[config.mk]
export PLATFORM = sky130hd
export DESIGN_NAME = wb_arbiter
export DESIGN_NICKNAME = d
export VERILOG_FILES = /design/src/rtl/wb_arbiter.sv
export SDC_FILE = /design/constraint.sdc
export NUM_CORES = 1
export LEC_CHECK = 0
export CAP_MARGIN = 10
export CORE_AREA = 2 2 107 109
export CTS_BUF_LIST = sky130_fd_sc_hd__clkbuf_16
export DETAILED_ROUTE_END_ITERATION = 10
export DIE_AREA = 0 0 109 111
export GPL_ROUTABILITY_DRIVEN = 0
export PLACE_DENSITY_LB_ADDON = 0.25
export REMOVE_ABC_BUFFERS = 1
export SETUP_SLACK_MARGIN = 0.02
export SYNTH_ARGS = -nofsm -noshare
export SYNTH_HDL_FRONTEND = slang
export SYNTH_SLANG_ARGS = --single-unit
[constraint.sdc]
create_clock -name i_clk -period 3.1 [get_ports i_clk]
set_input_delay 0.62 -clock i_clk [delete_from_list [all_inputs] [get_ports i_clk]]
set_output_delay 0.62 -clock i_clk [all_outputs]
set_load 0.02 [all_outputs]
[src/rtl/wb_arbiter.sv]
// Writeback arbiter: merges the ALU and load/MDU writeback streams onto one registered
// register-file write port, tracks pending long-latency destinations and forwards the in-flight write.
module wb_arbiter #(
    parameter int XLEN = 32
) (
    input  logic            i_clk,
    input  logic            i_rst,
    input  logic            i_alu_valid,
    input  logic [4:0]      i_alu_rd,
    input  logic [XLEN-1:0] i_alu_data,
    output logic            o_alu_ready,
    input  logic            i_lsu_valid,
    input  logic [4:0]      i_lsu_rd,
    input  logic [XLEN-1:0] i_lsu_data,
    output logic            o_lsu_ready,
    input  logic            i_alloc_valid,
    input  logic [4:0]      i_alloc_rd,
    output logic [31:0]     o_busy,
    output logic            o_rd_wren,
    output logic [4:0]      o_rd_addr,
    output logic [XLEN-1:0] o_rd_data,
    input  logic [4:0]      i_rs1_addr,
    input  logic [4:0]      i_rs2_addr,
    output logic            o_rs1_fwd_valid,
    output logic            o_rs2_fwd_valid,
    output logic [XLEN-1:0] o_rs1_fwd_data,
    output logic [XLEN-1:0] o_rs2_fwd_data
);
    logic            ptr_q, ptr_d;
    logic            wren_q, wren_d;
    logic [4:0]      addr_q, addr_d;
    logic [XLEN-1:0] data_q, data_d;
    logic [31:0]     busy_q, busy_d;
    logic            alu_gnt, lsu_gnt, xfer;
    logic [4:0]      win_rd;
    logic [XLEN-1:0] win_data;

    always_comb begin
        alu_gnt  = i_alu_valid && (!i_lsu_valid || !ptr_q);
        lsu_gnt  = i_lsu_valid && (!i_alu_valid || ptr_q);
        xfer     = alu_gnt || lsu_gnt;
        win_rd   = alu_gnt ? i_alu_rd : i_lsu_rd;
        win_data = alu_gnt ? i_alu_data : i_lsu_data;

        ptr_d = ptr_q;
        // A contested grant hands priority to the source that lost.
        if (i_alu_valid && i_lsu_valid) ptr_d = alu_gnt;

        wren_d = xfer && (win_rd != 5'd0);
        addr_d = xfer ? win_rd : addr_q;
        data_d = xfer ? win_data : data_q;

        // Clear first so a same-cycle alloc of the same register keeps the bit set.
        busy_d = busy_q;
        if (wren_d) busy_d[win_rd] = 1'b0;
        if (i_alloc_valid && (i_alloc_rd != 5'd0)) busy_d[i_alloc_rd] = 1'b1;
        busy_d[0] = 1'b0;
    end

    always_ff @(posedge i_clk or posedge i_rst) begin
        if (i_rst) begin
            ptr_q  <= 1'b0;
            wren_q <= 1'b0;
            addr_q <= 5'd0;
            data_q <= '0;
            busy_q <= 32'd0;
        end else begin
            ptr_q  <= ptr_d;
            wren_q <= wren_d;
            addr_q <= addr_d;
            data_q <= data_d;
            busy_q <= busy_d;
        end
    end

    assign o_alu_ready     = alu_gnt;
    assign o_lsu_ready     = lsu_gnt;
    assign o_busy          = busy_q;
    assign o_rd_wren       = wren_q;
    assign o_rd_addr       = addr_q;
    assign o_rd_data       = data_q;
    assign o_rs1_fwd_valid = wren_q && (addr_q == i_rs1_addr) && (i_rs1_addr != 5'd0);
    assign o_rs2_fwd_valid = wren_q && (addr_q == i_rs2_addr) && (i_rs2_addr != 5'd0);
    assign o_rs1_fwd_data  = data_q;
    assign o_rs2_fwd_data  = data_q;
endmodule

==> results of run 1 <==
cells in the mapped netlist, types with 3 or more instances:
master / n / share of area, %
inv_1: 6 / 0.53
nor2_1: 70 / 6.2
xnor2_1: 6 / 1.2
mux2_2: 33 / 8.7
a21oi_1: 6 / 0.70
xor2_1: 3 / 0.62
nand3b_1: 10 / 1.8
clkbuf_1: 9 / 0.79
o31ai_1: 9 / 1.6
buf_1: 4 / 0.35
nor2b_1: 5 / 0.73
nand2_1: 11 / 0.97
nand2b_1: 3 / 0.44
nor3b_1: 6 / 1.1
nor3_1: 6 / 0.70
o21ai_1: 9 / 1.1
buf_4: 68 / 12
mux2i_1: 10 / 2.3
buf_2: 9 / 1.1
dfrtp_1: 70 / 41
mux2_4: 5 / 1.8
o22ai_1: 33 / 4.8
o21ai_0: 45 / 5.3
nand3_1: 8 / 0.94
worst max-delay path by stage:
| stage | end | cells after the start | startpoint | slack [ps] |
|---|---|---|---|---|
| after floorplan | o_lsu_ready | 3 | i_alu_valid | 160 |
| after global placement | o_rs1_fwd_valid | 6 | i_rs1_addr[1] | 310 |
| after detailed placement | o_rs2_fwd_valid | 6 | i_rs2_addr[2] | 220 |
| after CTS | o_rs2_fwd_valid | 6 | i_rs2_addr[2] | 220 |
| after global routing | o_rs2_fwd_valid | 6 | i_rs2_addr[2] | 140 |
| final | o_rs2_fwd_valid | 6 | i_rs2_addr[2] | 250 |
cell type report:
| class | instances | area [sq um] | share of cell area, % |
|---|---|---|---|
| clock inverters | 7 | 88.8 | 1.37 |
| well taps | 143 | 179 | 2.75 |
| diodes | 1 | 2.50 | 0.0385 |
| clock buffers | 9 | 225 | 3.46 |
| repair buffers | 238 | 2370 | 36.4 |
| inverters | 6 | 22.5 | 0.346 |
| multi-input cells | 292 | 1870 | 28.7 |
| flip-flops and latches | 70 | 1750 | 26.9 |
through the flow:
stage	area, sq um	util, %	total power [uW]	setup slack [ps]	hold WS, ps
after floorplan	3640	-	2400	163	480
after global placement	6190	55.9	3640	312	492
after detailed placement	6190	55.9	3680	223	499
after CTS	6500	58.7	4790	224	512
after global routing	6510	58.7	4970	142	559
final	6510	58.7	4760	251	516
power groups by stage:
stage / combinational, uW / clock (uW) / sequential [uW]
2_1_floorplan: 476 / 0 / 1920
3_3_place_gp: 2230 / 0 / 1400
3_5_place_dp: 2270 / 0 / 1410
4_1_cts: 2280 / 1110 / 1400
5_1_grt: 2400 / 1150 / 1430
6_report: 2260 / 1100 / 1400
logic make-up (layout without fill, tap and decap cells):
group,Yosys count,in the layout,share of synthesized area (%)
muxes,48,48,12.8
and+or+nand+nor,126,126,14.0
xor gates and xnor gates,9,9,1.85
DFF,70,70,41.0
buffers and inverters,98,260,15.2
other,1,2,0.0879
AOI/OAI and AO/OA,108,108,15.0
critical path, delay by kind of cell:
family,cells,cell delay [ps]
xor gates and xnor gates,1,140
and+or+nand+nor,3,430
buffers and inverters,2,1030
sequential cells by signal, summed over array words and instances (netlist names):
name / flops
o_busy: 31
o_rd_data: 32
ptr_q: 1
o_rd_wren: 1
o_rd_addr: 5
layer usage:
layer	global-route usage, %	vias to the layer above
li1	-	1861
met5	0	-
met1	29.6	1942
met4	10.2	0
met3	3.59	26
met2	36.9	141
==> impl_metrics.tcl, run 1 <==
set metrics [dict create \
    power_frac_seq_pct 29.4 \
    power_frac_clock_pct 23.1 \
    cts_root_buffer "clkbuf_16" \
    start_kind "input pin" \
    post_cts_buffers 0 \
    synth_edf_count 0 \
    cp_slowest_stage_delay_ps 620 \
    p_switching_uw 1780 \
    slowest_stage "clkdlybuf4s50_1" \
    vias_per_cell 5.18 \
    dp_hpwl_mm 10.2 \
    min_from "o_busy[23]$_DFF_PP0_" \
    p_int_uw 2970 \
    worst_slew_pin_slew_ps 735 \
    maxSlewHeadroom_pct 49.6 \
    fin_worst_skew_ps 5.69 \
    track_usage_pct 22.7 \
    ir_worst_vdd_mv 0.449 \
    holdPathEnd "o_busy[23]$_DFF_PP0_" \
    dr_wl_met2_mm 6.98 \
    die-area_sq_um 12100 \
    io_pins 232 \
    wl_met1_mm 5.78 \
    r2r-start "ptr_q$_DFFE_PP0P_" \
    antenna_found_initial 1 \
    antenna_left 0 \
    fmax_mhz 351 \
    grt_overflow 0 \
    ys_ff_latch 70 \
    drive_gt1_share_pct 11.1 \
    grt_pass1_wl_mm 21.1 \
    crit_chain "clkdlybuf4s50_1, xor2_1, nor3_1, nand3_1, nor2_1, clkdlybuf4s50_1" \
    drcViolationCount 0 \
    layout_common_cells "clkdlybuf4s50_1, nor2_1, dfrtp_1" \
    rrSetupSlack_ps 1170 \
    grt_pass1_vias 3886 \
    critical_path_class "input pin to output port" \
    worst_ep_arrival_time_ps 2230 \
    synthArstFlopShare_pct 100 \
    layout_commonest_cell "clkdlybuf4s50_1" \
    post_synth.cell_area_avg_sq_um 9.28 \
    end_kind "output port" \
    clkTransAtPathRegs_ps 60 \
    die_h_um 111 \
    syn_inst 460 \
    wirelength_mm 14.0 \
    drtPass1Iterations 4 \
    p_sw_share_pct 37.5 \
    htreeDepth 3 \
    fin_crit_sh_pct 91.9 \
    finalHoldViolCount 0 \
    hold_buffers 0 \
    finalSetupViolCount 0 \
    synth_cell_types 36 \
    combPwrFrac_pct 47.6 \
    std_cell_rows 39 \
    status "completed" \
    p_per_area_nw_per_um2 731 \
    vias 3970 \
    ys_seq_area_share_pct 41.0 \
    yosysWarnings 0 \
    numCtsBuffers 9 \
    hold_depth 2 \
    cap_violations 0 \
    wl_met3_um 814 \
    core-area_sq_um 11100 \
    synth_ff_type "dfrtp_1" \
    drv_slew 0 \
    r2r_cells 5 \
    avgRoutedWirePerCell_um 18.2 \
    final_nets 711 \
    grt_start_max_net_pins 41 \
    io_buffers 230 \
    regToRegEndpoint "o_busy[13]$_DFF_PP0_" \
    die_w_um 109 \
    cts_resized 0 \
    finalCriticalPeriod_ps 2850 \
    place_inst 749 \
    area_growth_pct 52.4 \
    leakage_uw 0.00255 \
    syn-cell-area_sq_um 4270 \
    final_cells 766 \
    drt_iter0_drc 225 \
    initial_core_util_pct 38.5 \
    crit_path_frequent_cell "clkdlybuf4s50_1" \
    min_path_type "flip-flop to flip-flop" \
    required_ps 2480 \
    top_layer "met4" \
    clkSinkCount 70 \
    cts_max_path_buffers 2 \
    cts_tree "yes" \
    fillers 986 \
    tns_ps 0 \
    rsz0062_at_grt "no" \
    critPathMaxFanout 1 \
    clock_latency_ps 330 \
]
No activity file was read; power rests on OpenSTA's default activity.
==> run 2, diff against run 1 <==
==> constraint.sdc (replaced) <==
create_clock -name i_clk -period 3.1 [get_ports i_clk]
set_input_delay 0.31 -clock i_clk [delete_from_list [all_inputs] [get_ports i_clk]]
set_output_delay 0.31 -clock i_clk [all_outputs]
set_load 0.02 [all_outputs]
==> run 2 against run 1 <==
Sequential power about the same. Register-to-register slack worse by 160 ps. First-iteration DRC count rose by 4.4%. Utilization fell by 0.50 points. Non-clock buffer count is 1 lower. Total power fell by 3.5%. Critical path type unchanged. Critical endpoint is now o_alu_ready.
==> impl_metrics.tcl, run 2 (same netlist as run 1, synthesis figures left out) <==
set metrics [dict create \
    status "completed" \
    htreeDepth 3 \
    end_kind "output port" \
    slowest_stage "clkdlybuf4s50_1" \
    min_path_type "input pin to flip-flop" \
    cts_max_path_buffers 2 \
    crit_chain "clkdlybuf4s50_1, a21boi_2, clkdlybuf4s50_1" \
    rsz0062_at_grt "no" \
    final_cells 765 \
    layout_common_cells "clkdlybuf4s50_1, nor2_1, dfrtp_1" \
    drcViolationCount 0 \
    worst_slew_pin_slew_ps 786 \
    place_inst 748 \
    drtPass1Iterations 4 \
    drv_slew 0 \
    start_kind "input pin" \
    ir_worst_vdd_mv 0.481 \
    die_h_um 111 \
    regToRegEndpoint "o_busy[19]$_DFF_PP0_" \
    grt_pass1_vias 3939 \
    fin_crit_sh_pct 80.4 \
    leakage_uw 0.00252 \
    grt_pass1_wl_mm 21.2 \
    hold_buffers 0 \
    finalSetupViolCount 0 \
    die_w_um 109 \
    critical_path_class "input pin to output port" \
    critPathMaxFanout 10 \
    clkTransAtPathRegs_ps 60 \
    fmax_mhz 401 \
    finalHoldViolCount 0 \
    largest_reg_flops 32 \
    std_cell_rows 39 \
    finalPower_uw 4590 \
    initial_core_util_pct 38.5 \
    worst_ep_arrival_time_ps 2180 \
    cts_resized 0 \
    clkSinkCount 70 \
    io_buffers 230 \
    clock_latency_ps 330 \
    die-area_sq_um 12100 \
    cts_tree "yes" \
    core-area_sq_um 11100 \
    final_nets 710 \
    cap_violations 0 \
    avgRoutedWirePerCell_um 18.4 \
    fin_worst_skew_ps 5.68 \
    numCtsBuffers 9 \
    rrSetupSlack_ps 1010 \
    vias 3977 \
    wirelength_mm 14.0 \
    min_from "i_alu_valid" \
    io_pins 232 \
    antenna_found_initial 1 \
    dp_hpwl_mm 10.1 \
    finalCriticalPeriod_ps 2490 \
    final_util_pct 58.2 \
    maxSlewHeadroom_pct 46.1 \
    r2r_cells 5 \
    antenna_left 0 \
    layout_commonest_cell "clkdlybuf4s50_1" \
    vias_per_cell 5.20 \
    required_ps 2790 \
    hold_depth 3 \
    track_usage_pct 22.6 \
    cp_slowest_stage_delay_ps 740 \
    post_cts_buffers 0 \
    p_per_area_nw_per_um2 712 \
    holdPathEnd "ptr_q$_DFFE_PP0P_" \
    grt_overflow 0 \
    crit_path_frequent_cell "clkdlybuf4s50_1" \
    tns_ps 0 \
    grt_start_max_net_pins 39 \
    drt_iter0_drc 235 \
    r2r-start "ptr_q$_DFFE_PP0P_" \
    drive_gt1_share_pct 11.0 \
    area_growth_pct 51.2 \
    cts_root_buffer "clkbuf_16" \
]
==> run 2: cell count changes in the layout (fill, tap and decap cells not counted) <==
| cell | previous run | this run |
|---|---|---|
| buf_4 | 7 | 6 |
| clkinv_2 | 2 | 3 |
| bufinv_16 | 2 | 0 |
| clkinvlp_4 | 2 | 3 |
==> run 2: how the worst max path moves through the flow <==
stage,startpoint,to,cells after the start
after floorplan,ptr_q$_DFFE_PP0P_,o_lsu_ready,3
after global placement,i_lsu_valid,o_busy[15]$_DFF_PP0_,6
after detailed placement,i_lsu_valid,o_busy[19]$_DFF_PP0_,6
after CTS,i_lsu_valid,o_alu_ready,3
after global routing,i_lsu_valid,o_alu_ready,3
final,i_lsu_valid,o_alu_ready,3
==> run 2: final cells by class <==
type	count	area, sq um
inverter	6	22.5
antenna	1	2.50
tap	143	179
timing repair buffer	237	2360
sequential	70	1750
clock buffer	9	225
multi-input combinational	292	1870
fill	983	4630
clock inverter	7	41.3
==> run 2: worst max-delay path, delay by kind of cell <==
family	cells	cell delay [ps]
AO/OA/AOI/OAI	1	570
buffers and inverters	2	1300
==> run 2: through the flow <==
step	hold slack (ps)	instance area, sq um	worst slack [ps]
6_report	330	6450	607
5_1_grt	348	6450	494
4_1_cts	325	6450	628
3_5_place_dp	503	6180	527
3_3_place_gp	500	6180	610
2_1_floorplan	405	3640	634
==> run 2: metal layers <==
layer  track usage, %  up-vias  wire length [um]
li1                 -     1849                 -
met1             30.0     1959              5890
met2             36.3      148              6930
met3             3.94       21               937
met4             8.72        0               293
met5                0        -                 0
==> run 2: where the power goes <==
part | switching [uW] | internal, uW
Sequential | 242 | 1160
Combinational | 1140 | 1110
Clock | 400 | 534
Total | 1780 | 2810
==> run 3, diff against run 2 <==
==> constraint.sdc (replaced) <==
create_clock -name i_clk -period 2.3 [get_ports i_clk]
set_input_delay 0.23 -clock i_clk [delete_from_list [all_inputs] [get_ports i_clk]]
set_output_delay 0.23 -clock i_clk [all_outputs]
set_load 0.02 [all_outputs]
==> run 3 against run 2 <==
Combinational power is 36% higher. Via count rose by 0.10%. Setup slack got worse by 510 ps. Clock skew grew 3.4 ps. Critical path depth increased by 2. Routed wire length is 2.3% lower. Clock power rose by 52%. Final area grew 1.1%. Sequential cell count unchanged. Worst hold slack got worse by 49 ps. Critical path type is now flip-flop to output port.
==> impl_metrics.tcl, run 3 (same netlist as run 1, synthesis figures left out) <==
set metrics [dict create \
    io_buffers 230 \
    layout_commonest_cell "clkdlybuf4s50_1" \
    leakage_uw 0.00256 \
    rsz0062_at_grt "no" \
    p_int_uw 3930 \
    numCtsBuffers 9 \
    r2r-start "ptr_q$_DFFE_PP0P_" \
    io_pins 232 \
    required_ps 2070 \
    drv_slew 0 \
    avgRoutedWirePerCell_um 17.9 \
    whs_ps 281 \
    grt_pass1_vias 3860 \
    htreeDepth 3 \
    p_per_area_nw_per_um2 974 \
    grt_pass1_wl_mm 20.9 \
    antenna_left 0 \
    fin_worst_skew_ps 9.03 \
    r2r_cells 5 \
    worst_ep_arrival_time_ps 1970 \
    track_usage_pct 22.3 \
    critPathMaxFanout 6 \
    core-area_sq_um 11100 \
    dp_hpwl_mm 9.94 \
    final_nets 714 \
    finalHoldViolCount 0 \
    dpl_worst_slack_ps 189 \
    cts_root_buffer "clkbuf_16" \
    rrSetupSlack_ps 510 \
    cts_resized 0 \
    fillers 962 \
    vias_per_cell 5.18 \
    cap_violations 0 \
    p_sw_share_pct 38.2 \
    drive_gt1_share_pct 11.8 \
    seqCellArea_sq_um 1750 \
    p_switching_uw 2430 \
    clkTransAtPathRegs_ps 60 \
    status "completed" \
    multi_input_area_sq_um 1870 \
    largest_reg_flops 32 \
    cts_max_path_buffers 2 \
    std_cell_rows 39 \
    vias 3981 \
    clkSinkCount 70 \
    maxSlewHeadroom_pct 45.1 \
    drt_iter0_drc 305 \
    power_frac_clock_pct 22.3 \
    end_kind "output port" \
    hold_buffers 0 \
    start_kind "flip-flop" \
    final.setup.worst_slack_ps 101 \
    ir_worst_vdd_mv 0.628 \
    finalCriticalPeriod_ps 2200 \
    die_h_um 111 \
    area_growth_pct 52.9 \
    regToRegEndpoint "o_busy[15]$_DFF_PP0_" \
    cts_tree "yes" \
    initial_core_util_pct 38.5 \
    fin_crit_sh_pct 95.6 \
    die_w_um 109 \
    crit_end "o_rs1_fwd_valid" \
    fmax_mhz 455 \
    drcViolationCount 0 \
    layout_common_cells "clkdlybuf4s50_1, nor2_1, dfrtp_1" \
    power_frac_seq_pct 29.7 \
    antenna_found_initial 0 \
    critical_path_class "flip-flop to output port" \
    worst_slew_pin_slew_ps 801 \
    wirelength_mm 13.7 \
    die-area_sq_um 12100 \
    min_path_type "input pin to asynchronous set/reset pin" \
    drtPass1Iterations 4 \
    combPwrFrac_pct 48.0 \
    finalSetupViolCount 0 \
    grt_overflow 0 \
    antennaDiodeCount 0 \
    post_cts_buffers 0 \
    crit_start "o_rd_addr[0]$_DFFE_PP0P_" \
    grt_start_max_net_pins 71 \
    clock_latency_ps 330 \
]
run 3: cell types whose count changed in the layout (fill, tap and decap cells not counted), sizes merged:
cell,delta
buf,+4
clkinvlp,-2
inv,+2
bufinv,+1
clkinv,-1
diode,-1
run 3: power by group through the flow:
stage	combinational [uW]	sequential, uW	clock, uW
after floorplan	641	2590	0
after CTS	3060	1890	1450
after global placement	3020	1900	0
after global routing	3220	1930	1500
after detailed placement	3050	1910	0
final	3050	1890	1420
run 3: metal layers:
metal  routed length [um]  GRT usage [%]
met1                 5630           29.5
met2                 6980           35.9
met3                  897           4.23
met4                  217           7.95
met5                    0              0
run 3: area by class of cell:
type                    instances  area share (%)
repair buffers                241            36.7
multi-input cells             292            28.7
flip-flops and latches         70            26.8
clock buffers                   9            3.45
well taps                     143            2.74
clock inverters                 7            1.25
inverters                       6           0.345
run 3: critical path: stages, from the launching register on:
cell and delay, ps:
dfrtp_1 500, nor4_2 100, nor3_1 170, a21oi_1 70, nor3_1 180, clkdlybuf4s50_1 620
run 3: per-stage QoR:
step / instances / instance area, sq um / total power, uW / util, % / setup TNS, ps
after global routing: 768 / 6530 / 6660 / 58.9 / 0
final: 768 / 6530 / 6350 / 58.9 / 0
after CTS: 768 / 6520 / 6400 / 58.9 / 0
after global placement: 752 / 6210 / 4920 / 56.1 / 0
after detailed placement: 752 / 6210 / 4960 / 56.1 / 0
after floorplan: 368 / 3640 / 3230 / - / -86.5
run 3: worst min path at each step:
stage	to	start	slack [ps]
floorplan	o_busy[16]$_DFF_PP0_	i_alloc_rd[3]	330
global placement	ptr_q$_DFFE_PP0P_	ptr_q$_DFFE_PP0P_	500
detailed placement	ptr_q$_DFFE_PP0P_	ptr_q$_DFFE_PP0P_	500
CTS	o_busy[10]$_DFF_PP0_	i_rst	310
global route	o_rd_data[18]$_DFFE_PP0P_	i_rst	360
finish	o_rd_data[18]$_DFFE_PP0P_	i_rst	280
